$ cat src/rtl/conv55_sched.sv
// Frame scheduler for a combinational 5x5 convolution unit: builds sliding
// windows from a raster pixel stream and registers the unit's result on a valid/ready stream.
module conv55_sched #(
    parameter int BIT_WIDTH = 8,
    parameter int OUT_WIDTH = 32,
    parameter int IMG_W     = 28,
    parameter int IMG_H     = 28
) (
    input  logic                     clk,
    input  logic                     rst,
    input  logic                     start,
    input  logic                     filt_wr,
    input  logic [BIT_WIDTH-1:0]     filt_data,
    output logic                     filt_loaded,
    input  logic                     in_valid,
    output logic                     in_ready,
    input  logic [BIT_WIDTH-1:0]     in_pixel,
    output logic [25*BIT_WIDTH-1:0]  win_feature,
    output logic [25*BIT_WIDTH-1:0]  win_filter,
    input  logic [OUT_WIDTH-1:0]     conv_value,
    output logic                     out_valid,
    input  logic                     out_ready,
    output logic [OUT_WIDTH-1:0]     out_data,
    output logic                     busy,
    output logic                     done
);
    localparam int CW = $clog2(IMG_W);
    localparam int RW = $clog2(IMG_H);

    typedef enum logic [1:0] {IDLE, RUN, DRAIN} state_t;

    state_t               state, state_nxt;
    logic                 done_nxt;
    logic [4:0]           filt_cnt;
    logic [BIT_WIDTH-1:0] taps [25];
    logic [CW-1:0]        col;
    logic [RW-1:0]        row;
    logic [BIT_WIDTH-1:0] lb0 [IMG_W];
    logic [BIT_WIDTH-1:0] lb1 [IMG_W];
    logic [BIT_WIDTH-1:0] lb2 [IMG_W];
    logic [BIT_WIDTH-1:0] lb3 [IMG_W];
    logic [BIT_WIDTH-1:0] win [5][5];
    logic [BIT_WIDTH-1:0] newcol [5];
    logic                 win_vld, accept, capture, last_px, qualify, go;

    assign go       = (state == IDLE) && start && filt_loaded;
    assign capture  = win_vld && (!out_valid || out_ready);
    assign in_ready = (state == RUN) && (!win_vld || capture);
    assign accept   = in_valid && in_ready;
    assign last_px  = (row == RW'(IMG_H - 1)) && (col == CW'(IMG_W - 1));
    assign qualify  = (row >= RW'(4)) && (col >= CW'(4));
    assign busy     = (state != IDLE);

    always_comb begin
        state_nxt = state;
        done_nxt  = 1'b0;
        case (state)
            IDLE:  if (go) state_nxt = RUN;
            RUN:   if (accept && last_px) state_nxt = DRAIN;
            DRAIN: if (!win_vld && !out_valid) begin
                state_nxt = IDLE;
                done_nxt  = 1'b1;
            end
            default: state_nxt = IDLE;
        endcase
    end

    always_ff @(posedge clk or negedge rst) begin
        if (!rst) begin
            state <= IDLE;
            done  <= 1'b0;
        end else begin
            state <= state_nxt;
            done  <= done_nxt;
        end
    end

    // A write after a complete load restarts the sequence at tap 0.
    always_ff @(posedge clk or negedge rst) begin
        if (!rst) begin
            filt_cnt    <= '0;
            filt_loaded <= 1'b0;
            for (int i = 0; i < 25; i++) taps[i] <= '0;
        end else if (state == IDLE && filt_wr) begin
            if (filt_loaded) begin
                taps[0]     <= filt_data;
                filt_cnt    <= 5'd1;
                filt_loaded <= 1'b0;
            end else begin
                taps[filt_cnt] <= filt_data;
                if (filt_cnt == 5'd24) begin
                    filt_cnt    <= '0;
                    filt_loaded <= 1'b1;
                end else begin
                    filt_cnt <= filt_cnt + 5'd1;
                end
            end
        end
    end

    always_comb begin
        newcol[0] = lb0[col];
        newcol[1] = lb1[col];
        newcol[2] = lb2[col];
        newcol[3] = lb3[col];
        newcol[4] = in_pixel;
    end

    // Line buffers hold only pixel history; validity comes from the row/col qualification.
    always_ff @(posedge clk) begin
        if (accept) begin
            lb0[col] <= lb1[col];
            lb1[col] <= lb2[col];
            lb2[col] <= lb3[col];
            lb3[col] <= in_pixel;
        end
    end

    // Stage p0: window shift on pixel accept; stage p1: result capture.
    always_ff @(posedge clk or negedge rst) begin
        if (!rst) begin
            row       <= '0;
            col       <= '0;
            win_vld   <= 1'b0;
            out_valid <= 1'b0;
            out_data  <= '0;
            for (int r = 0; r < 5; r++)
                for (int c = 0; c < 5; c++) win[r][c] <= '0;
        end else begin
            if (go) begin
                row <= '0;
                col <= '0;
            end else if (accept) begin
                if (col == CW'(IMG_W - 1)) begin
                    col <= '0;
                    row <= row + RW'(1);
                end else begin
                    col <= col + CW'(1);
                end
            end
            if (accept) begin
                for (int r = 0; r < 5; r++) begin
                    for (int c = 0; c < 4; c++) win[r][c] <= win[r][c+1];
                    win[r][4] <= newcol[r];
                end
            end
            if (accept && qualify) win_vld <= 1'b1;
            else if (capture)      win_vld <= 1'b0;
            if (capture) begin
                out_data  <= conv_value;
                out_valid <= 1'b1;
            end else if (out_ready) begin
                out_valid <= 1'b0;
            end
        end
    end

    always_comb begin
        win_feature = '0;
        win_filter  = '0;
        for (int r = 0; r < 5; r++) begin
            for (int c = 0; c < 5; c++) begin
                win_feature[(5*r+4-c)*BIT_WIDTH +: BIT_WIDTH] = win[r][c];
                win_filter[(5*r+c)*BIT_WIDTH +: BIT_WIDTH]    = taps[5*r+c];
            end
        end
    end
endmodule

$ cat config.mk
export PLATFORM = sky130hd
export DESIGN_NAME = conv55_sched
export DESIGN_NICKNAME = d
export VERILOG_FILES = /design/src/rtl/conv55_sched.sv
export SDC_FILE = /design/constraint.sdc
export NUM_CORES = 1
export LEC_CHECK = 0
export ABC_AREA = 1
export CORE_MARGIN = 10
export CORE_UTILIZATION = 35
export DETAILED_ROUTE_END_ITERATION = 12
export DONT_BUFFER_PORTS = 1
export PLACE_DENSITY = 0.47
export SLEW_MARGIN = 5
export SYNTH_ARGS = -nofsm -noshare
export SYNTH_HDL_FRONTEND = slang
export SYNTH_SLANG_ARGS = --single-unit
export TNS_END_PERCENT = 100
$ cat constraint.sdc
create_clock -name clk -period 4.2 [get_ports clk]
set_clock_uncertainty 0.15 [all_clocks]
set_input_delay 0.84 -clock clk [delete_from_list [all_inputs] [get_ports clk]]
set_output_delay 0.84 -clock clk [all_outputs]
set_load 0.1 [all_outputs]
# After elaboration in Yosys (flattened, before gate mapping)
# Memory sizes are Yosys's and may differ from the RTL's. A register that Yosys moved wholly into a read port is not among the register bits.
# Index checks and enable logic that the tools add are counted.
# op_classes
bitwise,2
eq_ne,8
n_reduce_logical,26
mux,26
n_addsub,3
order_cmp,4
# op_table
operator,n
200-bit bitwise mux,1
8-bit demux with 5-bit select,1
5-bit 2-to-1 mux,8
8-bit 2-to-1 mux,2
5-bit by 1-bit adder with 5-bit output (second input constant),3
5-bit equality test (second input constant),3
1-bit logical AND,12
5-bit by 3-bit greater-or-equal comparator with 1-bit output (second input constant),2
1-bit 2-to-1 mux,10
2-bit nonzero test,5
6-bit greater-or-equal comparator (second input constant),1
6-bit by 1-bit less-than comparator with 1-bit output (second input constant),1
2-bit 2-to-1 mux,3
5-bit inverter with 6-bit output,1
2-bit one-hot mux with 3 select lines,1
2-bit != test (second input constant),2
2-bit AND reduction,2
1-bit zero test,3
3-bit AND reduction,1
2-bit by 1-bit equality test with 1-bit output (second input constant),1
2-bit equality test (second input constant),1
2-bit zero test,1
1-bit logical OR,2
2-bit by 1-bit != test with 1-bit output (second input constant),1
1-bit inverter,1
# totals
elab_cells,131
in_bits,54
regBits,445
n_memories,4
mem_bits_rw,896
# mem_list
memory,depth,width,rd,rd_ports_with_merged_regs,write_ports,line_no,rtl
lb0,28,8,1,1,1,38,logic [BIT_WIDTH-1:0] lb0 [IMG_W];
lb1,28,8,1,0,1,39,logic [BIT_WIDTH-1:0] lb1 [IMG_W];
lb2,28,8,1,0,1,40,logic [BIT_WIDTH-1:0] lb2 [IMG_W];
lb3,28,8,1,0,1,41,logic [BIT_WIDTH-1:0] lb3 [IMG_W];

# Longest topological paths before layout
# Gate-level depths: netlist of run 1.
# depth
depth_word,9
depth_mapped,15
ltp_nobuf,11

# Worst setup path after synthesis of run 1
# Ideal clock, no wire load.
# synth_timing
path_kind,register to register
from,register out_valid
to,memory lb0[10][0] (enable)
stages_incl_launch_ff,7
t_arrival_ns,3.050
synth_period_minus_slack_ns,3.622
setup_slack_ns,0.578
n_path_buf,1
t_required_ns,3.629
cell_sequence,dfrtp_1 -> nand3_1 -> nand3_1 -> inv_2 -> buf_2 -> nand2_1 -> nor2_1
# synth_via
elab_chain_len,8
# synth_rtl
item,line_no,rtl
start: declaration,21,"output logic out_valid,"
start signal: assignment,125,out_valid <= 1'b0;
start signal: assignment,151,out_valid <= 1'b1;
start signal: assignment,153,out_valid <= 1'b0;
1-bit zero test,47,assign capture = win_vld && (!out_valid || out_ready);
1-bit logical OR,47,
1-bit logical AND,47,
1-bit logical OR,48,assign in_ready = (state == RUN) && (!win_vld || capture);
1-bit logical AND,48,
1-bit logical AND,49,assign accept = in_valid && in_ready;
1-bit 2-to-1 mux,111,if (accept) begin
1-bit 2-to-1 mux (not written as such),112,lb0[col] <= lb1[col];
end: declaration,38,
# No other way between the ends.

==> run summary, run 1 <==
status - finished with violations
failing checks - negative hold slack, max-slew violations
worst slew pin tran - 2030 ps
Min-Delay Path Class - input port to async pin
vias per inst - 4.84
hold_ws - -403 ps
die area - 172000 um^2
drt drc - 0
Post-Syn Instances - 5149
Clock Latency Late Sink - 790 ps
Mapped Area - 54500 um^2
worst setup path class - flop to flop
Slew Viols, Final - 177
PortBufs - 0
Avg Cell Area, Syn - 10.6 um^2
I/O pin count - 491
Overflow after GRT - 0
CTS tree - built
Clock Tree Root - clkbuf_16
DR iter-0 viols - 3395
H-tree lvl count - 4
Core Area - 154000 um^2
Post-synth EDFFs - 896
sequential fraction of the synthesis area - 0.702
WP data required - 4290 ps
gpl congestion - 0.788
drt first pass iters - 5
Max Buffers Root-to-Sink - 3
synth warn - 0
RSZ-0062 raised after global routing - no
Reg clk slew, reported paths - 60 ps
Routed Antenna Nets - 0
Place WS - 763 ps
Critical R2R Launch - col[0]
top post-synthesis cells by area - edfxtp_1 49%, dfrtp_1 21%, nand2_1 12%
synthesis-stage register bit count - 1349
largest net degree at the start of global routing - 454
Hold Vio Cnt, Final - 308
global-route wire length before repair - 245000 um
Post-CTS Setup Inserts - 0
drt wl/cell - 22.9 um
DR vias - 35500
# clock sinks - 1349
max frequency - 0.283 GHz
initial antenna violation count - 4
minimum clock period - 3540 ps
Synth Net Count - 5213
DP HPWL - 102000 um
post-synth cell types - 34
Synth area leader - edfxtp_1
fin worst setup slack - 664 ps
Worst Setup End Kind - flop
Nets - 5250
cell with the most instances after synthesis - nand2_1
Total GRT Usage - 0.189
Die X - 414 um
Starting Density - 0.353
Hold-fix buffers, CTS - 14
Routed WL - 168000 um
vias in the first global route - 34400
final period utilization - 0.842
final setup fails - 0
Synth top area share - 0.494
row count - 144
type of origin of the critical path - flop
setup tns final - 0 ps
area grow syn2layout - 14.4%
die height - 414 um
Synth top cells by count - 1764 x nand2_1, 896 x edfxtp_1, 526 x nor2_1
CTS Buf Count - 149
WP data arrival - 3620 ps
crit path launch - col[0]
Async SR Flop Fraction - 0.336
dominant synthesized flop cell - edfxtp_1
CP max FO - 64
max_slew headroom - -0.352
post-CTS sizing - 0
max capacitance violation total - 0
layout cells sized above 1 - 0.0902
==> placed cells by master (no fill, tap or decap), drive strengths merged, types with 84 or more instances in the layout <==
master,count
buf,153
edfxtp,896
dfrtp,453
o21ai,446
nor2,536
a21oi,84
clkbuf,202
inv,402
nand3,211
nand2,1769
==> layout make-up <==
cell class | count | area, um^2
Fill cell | 14900 | 92100
Sequential cell | 1349 | 38200
Multi-Input combinational cell | 3128 | 13600
Inverter | 399 | 1520
Antenna cell | 2 | 5.00
Clock buffer | 202 | 4120
Clock inverter | 63 | 576
Tap cell | 2044 | 2560
Timing Repair Buffer | 159 | 1680
==> through the flow <==
step	util	instances	area [um^2]
after floorplan	-	5149	54500
after detailed placement	0.371	7065	57400
final	0.403	7346	62300
after CTS	0.403	7344	62300
after global placement	0.371	7065	57400
after global routing	0.403	7344	62300
==> layer usage <==
layer / vias up / track usage / share of wire
li1: 16800 / - / -
met1: 17500 / 0.253 / 0.44
met2: 1009 / 0.301 / 0.46
met3: 235 / 0.0477 / 0.068
met4: 0 / 0.0602 / 0.030
met5: - / 0 / 0
==> path summary, 6_finish.rpt <==
kind	end	slack, ps	cells past startpoint
worst max-delay path	lb0[12][3]	660	9
worst min-delay path	win_filter[74]	-400	0
worst max register to register	lb0[12][3]	660	9
worst min register to register	out_valid	370	2
max in group asynchronous	win_feature[164]	2680	0
min in group clk	out_data[11]	70	1
==> cell families (layout without fill, tap and decap cells) <==
| family | Yosys count | after routing | synth area share |
|---|---|---|---|
| compound gates | 542 | 542 | 0.0517 |
| xor+xnor | 4 | 4 | 0.000643 |
| fa+ha+maj | 10 | 10 | 0.00230 |
| buf+inv | 672 | 823 | 0.0529 |
| flops | 1349 | 1349 | 0.702 |
| mux | 32 | 32 | 0.00662 |
| other cells | 0 | 2 | 0 |
| simple gates | 2540 | 2540 | 0.184 |
==> critical path, stage by stage, from the launching register on <==
cell,delay (ps)
dfrtp_4,660
inv_8,420
buf_12,270
nand2_1,80
nand3_1,80
nand2_1,60
nand2_1,60
nand2_1,60
nor2_1,270
nand3_2,720
==> state kept, by name, indices dropped and copies added (netlist names), 32 cells and up <==
signal and cells:
win_filter 200, out_data 32, win_feature 200, lb0 224, lb2 224, lb1 224, lb3 224
Power of run 1 is not shown: default switching activity piles up to over one toggle a cycle in this logic, so the estimate is an artifact.
==> run 2, diff against run 1 <==
Settings changed: PLACE_DENSITY 0.47 to 0.49.
Clock period 4.2 ns to 3.1 ns, I/O delays scaled along.
==> run 2 against run 1 <==
The flow still finishes with violations (negative hold slack, max-slew violations). Non-clock buffer count increased by 101. Critical path depth down 4. Setup slack worse by 320 ps. Design area up 2.0%. Register-to-register slack lost 320 ps. Flip-flop and latch count did not move. Count of clock-buffer cells in the layout grew 1. Sequential share of layout area shrank 1.2 points. Highest routed layer unchanged.
==> run summary, run 2 (same netlist as run 1, synthesis figures left out) <==
drt first pass iters - 5 (unchanged)
Max Buffers Root-to-Sink - 3 (unchanged)
fin worst setup slack - 340 ps (-324 ps)
RSZ-0062 raised after global routing - no
PortBufs - 0 (unchanged)
WP data required - 3360 ps (-930 ps)
Hold-fix buffers, CTS - 50 (+36)
vias in the first global route - 34400 (-0.18%)
DR vias - 36200 (+1.9%)
met1 Use GR - 0.256 (+0.00325)
crit path capture - lb2[7][7]
Routed Antenna Nets - 0 (unchanged)
Slew Viols, Final - 78 (-56%)
met2 usage - 0.298 (-0.00292)
max_slew headroom - -0.0672 (+0.284)
worst setup path class - flop to flop
Core Area - 154000 um^2 (unchanged)
FF-to-FF setup slack - 340 ps (-320 ps)
die height - 414 um (unchanged)
Cells after DPL - 7130 (+0.92%)
Routed WL - 167000 um (-0.68%)
Post-CTS Setup Inserts - 0 (unchanged)
DP HPWL - 99600 um (-2.1%)
final core occ - 0.411 (+0.00795)
CP max FO - 18 (-72%)
minimum clock period - 2760 ps (-776 ps)
met3 global-route usage - 0.0442 (-0.00353)
worst slew pin tran - 1600 ps (-427 ps)
final period utilization - 0.890 (+0.0483)
type of origin of the critical path - flop
global-route wire length before repair - 244000 um (-0.42%)
post-CTS sizing - 0 (unchanged)
Overflow after GRT - 0 (unchanged)
max frequency - 0.362 GHz (+28%)
vias per inst - 4.86 (+0.46%)
gpl congestion - 0.788 (unchanged)
row count - 144 (unchanged)
Min-Delay Path Class - input port to async pin
Worst Setup End Kind - flop
I/O pin count - 491 (unchanged)
largest net degree at the start of global routing - 454 (unchanged)
Die X - 414 um (unchanged)
Place WS - 323 ps (-439 ps)
H-tree lvl count - 4 (unchanged)
setup tns final - 0 ps (unchanged)
drt wl/cell - 22.4 um (-2.1%)
failing checks - negative hold slack, max-slew violations
Reg2Reg Depth - 5 (-4)
Clock Tree Root - clkbuf_16
drt drc - 0 (unchanged)
Starting Density - 0.353 (unchanged)
WP data arrival - 3020 ps (-600 ps)
Hold Vio Cnt, Final - 453 (+47%)
layout cells sized above 1 - 0.103 (+0.0130)
Clock Latency Late Sink - 800 ps (about the same)
Total GRT Usage - 0.188 (-0.000846)
Finished Layout Cells - 7453 (+1.5%)
final setup fails - 0 (unchanged)
crit path launch - col[0]
DR iter-0 viols - 3614 (+6.5%)
max capacitance violation total - 0 (unchanged)
highest-count cells in the layout ignoring fill and taps - 1764 x nand2_1, 896 x edfxtp_1, 497 x nor2_1, 451 x dfrtp_1, 390 x inv_1
most common cell after layout, fill and taps aside - nand2_1
CTS Buf Count - 148 (-0.67%)
# clock sinks - 1349 (unchanged)
hold_ws - -639 ps (-237 ps)
initial antenna violation count - 1 (-3)
Worst R2R End - lb2[7][7]
status - finished with violations
GRT Max-Usage Layer - met2
area grow syn2layout - 16.6%
Reg clk slew, reported paths - 60 ps (about the same)
Nets - 5350 (+1.9%)
die area - 172000 um^2 (unchanged)
CTS tree - built
Critical R2R Launch - col[0]
-- run 2: worst max-delay path, stage by stage, from the launching register on --
cell	delay, ps
dfrtp_4	600
buf_4	280
ha_1	280
nand2_1	410
nor2_4	210
buf_4	430
-- run 2: how the worst min path moves through the flow --
stage / start / endpoint / slack (ps)
5_1_grt: rst / win_filter[1] / -680
4_1_cts: rst / win_filter[102] / -690
6_report: rst / win_filter[5] / -640
3_5_place_dp: rst / out_data[23] / 190
3_3_place_gp: rst / out_data[23] / 190
2_1_floorplan: rst / col[0] / 170
-- run 2: final cells by class --
cell class / count / area, um^2
fillers: 14700 / 90900
flip-flops and latches: 1349 / 38200
well taps: 2044 / 2560
diodes: 2 / 5.00
clock buffers: 203 / 4080
inverters: 399 / 1520
repair buffers: 260 / 2780
clock inverters: 68 / 759
multi-input cells: 3128 / 13600
-- run 2: metrics by stage --
stage                     hold WS (ps)  area, um^2
after floorplan                    174       54500
final                             -639       63500
after global routing              -678       63500
after CTS                         -691       63500
after global placement             188       58100
after detailed placement           189       58100
-- run 2: per-layer routing --
metal | vias to the layer above | wire (um)
met4 | 0 | 4500
met1 | 17800 | 73300
met2 | 1123 | 76700
met5 | - | 0
li1 | 17100 | -
met3 | 232 | 12300
Power of run 2 is left out for the same reason.
